`config.mk`:
```
export PLATFORM = sky130hd
export DESIGN_NAME = axi_slave_write_channel
export DESIGN_NICKNAME = d
export VERILOG_FILES = /design/src/rtl/axi_pkg.sv /design/src/rtl/axi_burst_addr_gen.sv /design/src/rtl/axi_slave_write_channel.sv
export SDC_FILE = /design/constraint.sdc
export NUM_CORES = 1
export LEC_CHECK = 0
export CAP_MARGIN = 15
export CORE_MARGIN = 3
export CORE_UTILIZATION = 38
export DETAILED_ROUTE_END_ITERATION = 8
export PLACE_DENSITY = 0.77
export REMOVE_ABC_BUFFERS = 1
export SLEW_MARGIN = 40
export SYNTH_ARGS = -nofsm -noshare
export SYNTH_HDL_FRONTEND = slang
export SYNTH_SLANG_ARGS = --single-unit
```
`constraint.sdc`:
```
create_clock -name clk -period 3.7 [get_ports clk]
set_input_delay 0.925 -clock clk [delete_from_list [all_inputs] [get_ports clk]]
set_output_delay 0.925 -clock clk [all_outputs]
set_load 0.05 [all_outputs]
```
`src/rtl/axi_pkg.sv`:
```
// Shared AXI definitions: burst types, response codes and write-channel FSM states.
package axi_pkg;

    localparam logic [1:0] BURST_FIXED = 2'b00;
    localparam logic [1:0] BURST_INCR  = 2'b01;

    localparam logic [1:0] RESP_OKAY   = 2'b00;
    localparam logic [1:0] RESP_SLVERR = 2'b10;

    typedef enum logic [1:0] {
        IDLE = 2'b00,
        DATA = 2'b01,
        RESP = 2'b10
    } axi_wr_state_e;

endpackage

```
`src/rtl/axi_burst_addr_gen.sv`:
```
// Next-beat address for FIXED/INCR bursts; INCR wraps silently at the top of the address space.
module axi_burst_addr_gen
    import axi_pkg::*;
#(
    parameter int ADDR_WIDTH = 32
) (
    input  logic [ADDR_WIDTH-1:0] cur_addr,
    input  logic [2:0]            size,
    input  logic [1:0]            burst,
    output logic [ADDR_WIDTH-1:0] next_addr
);

    logic [ADDR_WIDTH-1:0] step;

    assign step      = ADDR_WIDTH'(1) << size;
    assign next_addr = (burst == BURST_FIXED) ? cur_addr : cur_addr + step;

endmodule

```
`src/rtl/axi_slave_write_channel.sv`:
```
// AXI write-channel slave: one burst at a time (AW, W beats, B), each accepted beat pushed to the sink.
module axi_slave_write_channel
    import axi_pkg::*;
#(
    parameter int ADDR_WIDTH          = 32,
    parameter int WRITE_CHANNEL_WIDTH = 32,
    parameter int WRITE_BURST_LEN     = 8
) (
    input  logic                           clk,
    input  logic                           rst_n,
    input  logic                           AWVALID,
    output logic                           AWREADY,
    input  logic [ADDR_WIDTH-1:0]          AWADDR,
    input  logic [WRITE_BURST_LEN-1:0]     AWLEN,
    input  logic [2:0]                     AWSIZE,
    input  logic [1:0]                     AWBURST,
    input  logic                           WVALID,
    output logic                           WREADY,
    input  logic [WRITE_CHANNEL_WIDTH-1:0] WDATA,
    input  logic                           WLAST,
    output logic                           BVALID,
    input  logic                           BREADY,
    output logic [1:0]                     BRESP,
    output logic                           slave2sink_wpush,
    output logic [ADDR_WIDTH-1:0]          slave2sink_waddr,
    output logic [WRITE_CHANNEL_WIDTH-1:0] slave2sink_wdata,
    input  logic                           slave2sink_wfull,
    output logic                           busy
);

    axi_wr_state_e              state_q, state_d;
    logic [ADDR_WIDTH-1:0]      addr_q, addr_d;
    logic [WRITE_BURST_LEN-1:0] len_q, len_d;
    logic [2:0]                 size_q, size_d;
    logic [1:0]                 burst_q, burst_d;
    logic [WRITE_BURST_LEN-1:0] cnt_q, cnt_d;
    logic                       err_q, err_d;
    logic                       awready_q, awready_d;
    logic                       bvalid_q, bvalid_d;
    logic [1:0]                 bresp_q, bresp_d;
    logic                       busy_q, busy_d;

    logic [ADDR_WIDTH-1:0]      next_addr;
    logic                       w_ready;
    logic                       w_accept;
    logic                       at_len;

    axi_burst_addr_gen #(
        .ADDR_WIDTH (ADDR_WIDTH)
    ) u_addr_gen (
        .cur_addr  (addr_q),
        .size      (size_q),
        .burst     (burst_q),
        .next_addr (next_addr)
    );

    // Sink backpressure reaches WREADY in the same cycle so no beat is ever dropped.
    assign w_ready  = (state_q == DATA) && !slave2sink_wfull;
    assign w_accept = w_ready && WVALID;
    assign at_len   = (cnt_q == len_q);

    always_comb begin
        // NOTE: every signal written here gets a default first, so no path leaves one unassigned and infers a latch.
        state_d = state_q;
        addr_d  = addr_q;
        len_d   = len_q;
        size_d  = size_q;
        burst_d = burst_q;
        cnt_d   = cnt_q;
        err_d   = err_q;

        case (state_q)
            IDLE: begin
                if (AWVALID) begin
                    addr_d  = AWADDR;
                    len_d   = AWLEN;
                    size_d  = AWSIZE;
                    burst_d = AWBURST[1] ? BURST_INCR : AWBURST;
                    cnt_d   = '0;
                    err_d   = AWBURST[1];
                    state_d = DATA;
                end
            end
            DATA: begin
                if (w_accept) begin
                    addr_d = next_addr;
                    cnt_d  = cnt_q + 1'b1;
                    // Early WLAST and missing WLAST both flag the burst.
                    if (WLAST != at_len) begin
                        err_d = 1'b1;
                    end
                    if (WLAST || at_len) begin
                        state_d = RESP;
                    end
                end
            end
            RESP: begin
                if (BREADY) begin
                    state_d = IDLE;
                end
            end
            default: state_d = IDLE;
        endcase

        awready_d = (state_d == IDLE);
        bvalid_d  = (state_d == RESP);
        bresp_d   = ((state_d == RESP) && err_d) ? RESP_SLVERR : RESP_OKAY;
        busy_d    = (state_d != IDLE);
    end

    // NOTE: all state uses non-blocking assignments so every flop samples the pre-edge values of the others.
    always_ff @(posedge clk) begin
        // NOTE: reset is synchronous and clears every register, since a burst interrupted by reset is simply discarded.
        if (!rst_n) begin
            state_q   <= IDLE;
            addr_q    <= '0;
            len_q     <= '0;
            size_q    <= '0;
            burst_q   <= '0;
            cnt_q     <= '0;
            err_q     <= 1'b0;
            awready_q <= 1'b1;
            bvalid_q  <= 1'b0;
            bresp_q   <= RESP_OKAY;
            busy_q    <= 1'b0;
        end else begin
            state_q   <= state_d;
            addr_q    <= addr_d;
            len_q     <= len_d;
            size_q    <= size_d;
            burst_q   <= burst_d;
            cnt_q     <= cnt_d;
            err_q     <= err_d;
            awready_q <= awready_d;
            bvalid_q  <= bvalid_d;
            bresp_q   <= bresp_d;
            busy_q    <= busy_d;
        end
    end

    assign AWREADY          = awready_q;
    assign WREADY           = w_ready;
    assign BVALID           = bvalid_q;
    assign BRESP            = bresp_q;
    assign busy             = busy_q;
    assign slave2sink_wpush = w_accept;
    assign slave2sink_waddr = addr_q;
    assign slave2sink_wdata = WDATA;

endmodule

```
# Word-level counts from Yosys, hierarchy flattened
# Index checks and enable logic that the tools add are counted.
[totals] register_bits=61 inputBits=84 output_inout_bits=71 elab_cells=53
[op_classes] addsub=2 eq_ne=8 shift=1 mux=18 reduce_logical=13
[ops] cell="$mux 32" count=3
[ops] cell="$pmux 32 s2" count=1
[ops] cell="$add 32x32->32" count=1
[ops] cell="$shl 1x3->32 const A" count=1
[ops] cell="$mux 8" count=2
[ops] cell="$pmux 8 s2" count=1
[ops] cell="$mux 2" count=5
[ops] cell="$add 8x1->8 const B" count=1
[ops] cell="$eq 8x8->1" count=1
[ops] cell="$logic_not 2->1" count=3
[ops] cell="$ne 2x2->1 const B" count=3
[ops] cell="$pmux 2 s3" count=1
[ops] cell="$eq 2x2->1 const B" count=2
[ops] cell="$mux 1" count=4
[ops] cell="$reduce_and 4->1" count=1
[ops] cell="$reduce_bool 2->1" count=2
[ops] cell="$logic_and 1x1->1" count=3
[ops] cell="$reduce_and 3->1" count=1
[ops] cell="$eq 2x1->1 const B" count=1
[ops] cell="$pmux 1 s2" count=1
[ops] cell="$reduce_and 2->1" count=1
[ops] cell="$logic_not 1->1" count=1
[ops] cell="$logic_or 1x1->1" count=1
[ops] cell="$ne 1x1->1" count=1

# Depth between registers and ports, before layout
[depth] ltp_word=8 depth_mapped=10 depth_no_buf=8

# Modules after synthesis
# A second synthesis with hierarchy kept.
[hier_totals] hier_cells=459 hier_area_um2=4083.9
[by_module_without_submodules] mod="axi_slave_write_channel" instances=1 cells_per_inst=323 area_per_inst_um2=3101.7 seq_area_each_um2=1181.1
[by_module_without_submodules] mod="axi_burst_addr_gen" instances=1 cells_per_inst=136 area_per_inst_um2=982.2 seq_area_each_um2=0.0

# Least setup slack after synthesis
# OpenSTA, ideal clock, no wires.
[synth_timing] kind="input -> output" startpoint="input WVALID" endpoint="output slave2sink_wpush" arrival_time_ns=2.256 required_time_ns=2.775 setup_slack_ns=0.519 path_stages=1 n_path_buf=0 path_cell_list="nor3b_1"
[synth_via] elab_chain_cells=1
[synth_rtl] item="from (decl)" line_no="axi_slave_write_channel.sv:17" rtl="input logic WVALID,"
[synth_rtl] item="$logic_and 1x1->1" line_no="axi_slave_write_channel.sv:59" rtl="assign w_accept = w_ready && WVALID;"
[synth_rtl] item="to (decl)" line_no="axi_slave_write_channel.sv:24" rtl="output logic slave2sink_wpush,"
# Every way passes these cells.

# Worst setup path after layout
[layout_timing] startpoint="input slave2sink_wfull" endpoint="output WREADY"
[layout_via] elab_chain_cells=2
[layout_rtl] item="from (decl)" line_no="axi_slave_write_channel.sv:27" rtl="input logic slave2sink_wfull,"
[layout_rtl] item="$logic_not 1->1" line_no="axi_slave_write_channel.sv:58" rtl="assign w_ready = (state_q == DATA) && !slave2sink_wfull;"
[layout_rtl] item="$logic_and 1x1->1" line_no="axi_slave_write_channel.sv:58"
[layout_rtl] item="to (decl)" line_no="axi_slave_write_channel.sv:18" rtl="output logic WREADY,"
# Every way passes these cells.

==> key figures <==
Setup path
  • Cell family with most CP delay: buffers and inverters
  • WP buf/inv: 2
  • Critical path depth: 3
  • CP required: roughly 2800 ps
  • CP Cell Sequence: clkdlybuf4s50_1 > nor2_1 > clkdlybuf4s50_1
  • Reg-to-Reg End: slave2sink_waddr[28]
  • Critical path peak fanout: 4
  • End of the critical path: WREADY
  • Arr. time, crit path: 2290 ps
  • Worst Setup SP: slave2sink_wfull
  • CP startpoint kind: input pin
  • Crit path capture type: output port
  • Most frequent CP cell: clkdlybuf4s50_1
  • Reg2reg setup slack: 730 ps
  • Worst r2r path cells: 7
  • Critical R2R Launch: size_q[0]
  • Crit-path slowest cell: clkdlybuf4s50_1
  • Max incr delay on CP: 800 ps
  • WS Path Type: input pin to output port

Detailed routing
  • Via/cell ratio: 5.84
  • DRC violations left: 0
  • WL final: 12300 um
  • First-pass iteration count of the detailed router: 7
  • 1st-iter DRT viols: 259
  • Total number of vias: between 3000 and 4000
  • Antenna Nets Post-Route: 0
  • Routed WL per cell: roughly 18 um

Global routing
  • Total global-route track usage: about 22%
  • Largest net degree at the start of global routing: 31
  • Vias in the first global route: 3829
  • Total global routing overflow: 0
  • Initial antenna violation count: 0
  • Global-route wire length before repair: just under 20000 um

Status
  • Status: complete, no violations

CTS
  • Post-CTS setup buffers: 0
  • Max clock buf depth: 2
  • Worst-path clk slew: 70 ps
  • CTS root buffer: clkbuf_8
  • Clk_lat worst skew: roughly 340 ps
  • H-tree depth: 3
  • Num CTS Buffers: 9
  • Hold Buf Count CTS: 0
  • CTS tree: done
  • Clk sink count: 59
  • CTS-repair resized insts: 0

STA
  • Final clock skew: approximately 11 ps
  • Time the worst path needs with I/O delays and setup: 3220 ps
  • Endpoints failing setup: 0
  • Slew @ Worst Pin: 701 ps
  • Fin crit share: between 80% and 90%
  • Slew HR: 53.3%
  • Fmax: a little over 300 MHz
  • Post-route setup TNS: 0 ps
  • Fin. max-slew vios: 0
  • RSZ-0062 raised after global routing: no
  • Hold Vio Cnt, Final: 0

Place
  • Final Wtd Congestion: 0.826
  • Placed cells: 649
  • Detailed placer's ending HPWL: between 8000 and 9000 um
  • Port Buffers: 89

Synthesis
  • Register area share after synthesis: 31.4%
  • Asr flop ratio synth: 0%
  • Post-synthesis register bit count: 59
  • Ys Warns: 0
  • Synth Cell Area: 3760 sq um
  • Synth Flop Type: dfxtp_1
  • Yosys cell types: 57
  • Syn avg cell area: 7.78 sq um
  • Cells after Synth: approximately 480
  • Post-synth EDFFs: 0

Min path
  • Hold Path Class: register to register

Cells and area
  • Commonest cells after routing, fill and taps aside: clkdlybuf4s50_1 (88), nand2_1 (78), dfxtp_1 (59)
  • Most common cell after layout, fill and taps aside: clkdlybuf4s50_1
  • Multi-input logic area: 2200 sq um
  • Finished Layout Cells: 665
  • FF/Latch Area: 1180 sq um
  • # diodes: 0
  • Share of cells above drive strength 1: around 7.8%
  • # fillers: 900
  • Area Overhead vs Synth: 26.7%
  • Nets: 626

Floorplan
  • # rows: 35
  • Die height: 106 um
  • Chip width: 106 um
  • Placeable core area: 9420 sq um
  • Initial Util: 40.0%
  • Die footprint: 11100 sq um
  • I/O pins: between 150 and 200

Pwr
  • PD cells: 402 nW/um^2
  • Worst ir drop on vdd: ~0.18 mV
  • Leak: roughly 1.8 nW

Job
  • Max-cap viol count: 0
==> synthesized netlist by cell type (6+ instances only) <==
cell | instances | area share [%]
a21o_1 | 6 | 1.2
nor2_1 | 24 | 2.4
clkbuf_1 | 25 | 2.5
o21ai_0 | 13 | 1.7
nand3_1 | 25 | 3.3
a21oi_1 | 30 | 4.0
buf_4 | 33 | 6.6
xor2_1 | 16 | 3.7
dfxtp_1 | 59 | 31
o2111ai_1 | 7 | 1.6
or4_1 | 13 | 2.6
o31a_1 | 6 | 1.4
nand2_1 | 78 | 7.8
a31oi_1 | 15 | 2.5
and3_1 | 12 | 2.0
ha_1 | 10 | 3.3
nor3_1 | 10 | 1.3
nand4_1 | 6 | 1.0
o211ai_1 | 10 | 2.0
==> power breakdown <==
| group | internal [W] | total [W] | switching, W |
|---|---|---|---|
| sequential | 0.000681 | 0.000739 | 0.0000584 |
| clock | 0.000415 | 0.000678 | 0.000263 |
| combinational | 0.000198 | 0.000499 | 0.000301 |
==> tightest hold or removal path, delay by kind of cell (launching register included) <==
kind	cells	cell delay, ps
compound gates	1	50
simple gates	1	50
flops	1	320
==> flip-flops by register name, summed over array words and instances, names as in the netlist <==
name / cells
size_q: 3
burst_q: 1
len_q: 8
BVALID: 1
state_q: 2
cnt_q: 8
AWREADY: 1
busy: 1
err_q: 1
slave2sink_waddr: 32
BRESP: 1
==> area by class of cell <==
| cell class | instances | area share [%] |
|---|---|---|
| multi-input combinational | 357 | 46.2 |
| sequential | 59 | 24.8 |
| timing repair buffer | 99 | 20.5 |
| tap | 129 | 3.38 |
| clock buffer | 12 | 3.25 |
| clock inverter | 4 | 1.52 |
| inverter | 5 | 0.393 |
==> stage by stage <==
step | area [sq um] | total power (W) | setup slack (ps) | utilization [%] | hold slack [ps]
2_1_floorplan | 3400 | 0.00104 | 482 | - | 448
3_5_place_dp | 4540 | 0.00125 | 485 | 48.2 | 462
6_report | 4770 | 0.00192 | 482 | 50.7 | 467
4_1_cts | 4770 | 0.00192 | 478 | 50.6 | 472
5_1_grt | 4770 | 0.00200 | 429 | 50.7 | 498
3_3_place_gp | 4540 | 0.00124 | 483 | 48.2 | 456
==> worst min-delay path by stage <==
stage,start,end,slack [ps],cells past startpoint
after floorplan,len_q[0],len_q[0],450,2
after global placement,len_q[0],len_q[0],460,2
after detailed placement,len_q[1],len_q[1],460,2
after CTS,len_q[1],len_q[1],470,2
after global routing,len_q[3],len_q[3],500,2
final,len_q[1],len_q[1],470,2
==> routing by layer <==
layer | global-route usage, % | vias to the layer above | wire length (um) | part of all wire (%)
li1 | - | 1830 | - | -
met1 | 29.6 | 1828 | 5540 | 45
met2 | 30.7 | 198 | 5060 | 41
met3 | 9.55 | 23 | 1400 | 11
met4 | 7.40 | 2 | 221 | 1.8
met5 | 2.86 | - | 36 | 0.29
==> logic make-up after synthesis <==
family | Yosys count | share of synthesized area [%]
AO/OA/AOI/OAI | 121 | 22.3
XOR/XNOR | 20 | 4.65
adder cells (fa/ha/maj) | 11 | 3.86
buffers and inverters | 68 | 10.2
flip-flops | 59 | 31.4
multiplexers | 3 | 0.798
other | 1 | 0.0996
AND/OR/NAND/NOR | 201 | 26.6
Power figures use the tool's default switching activity.
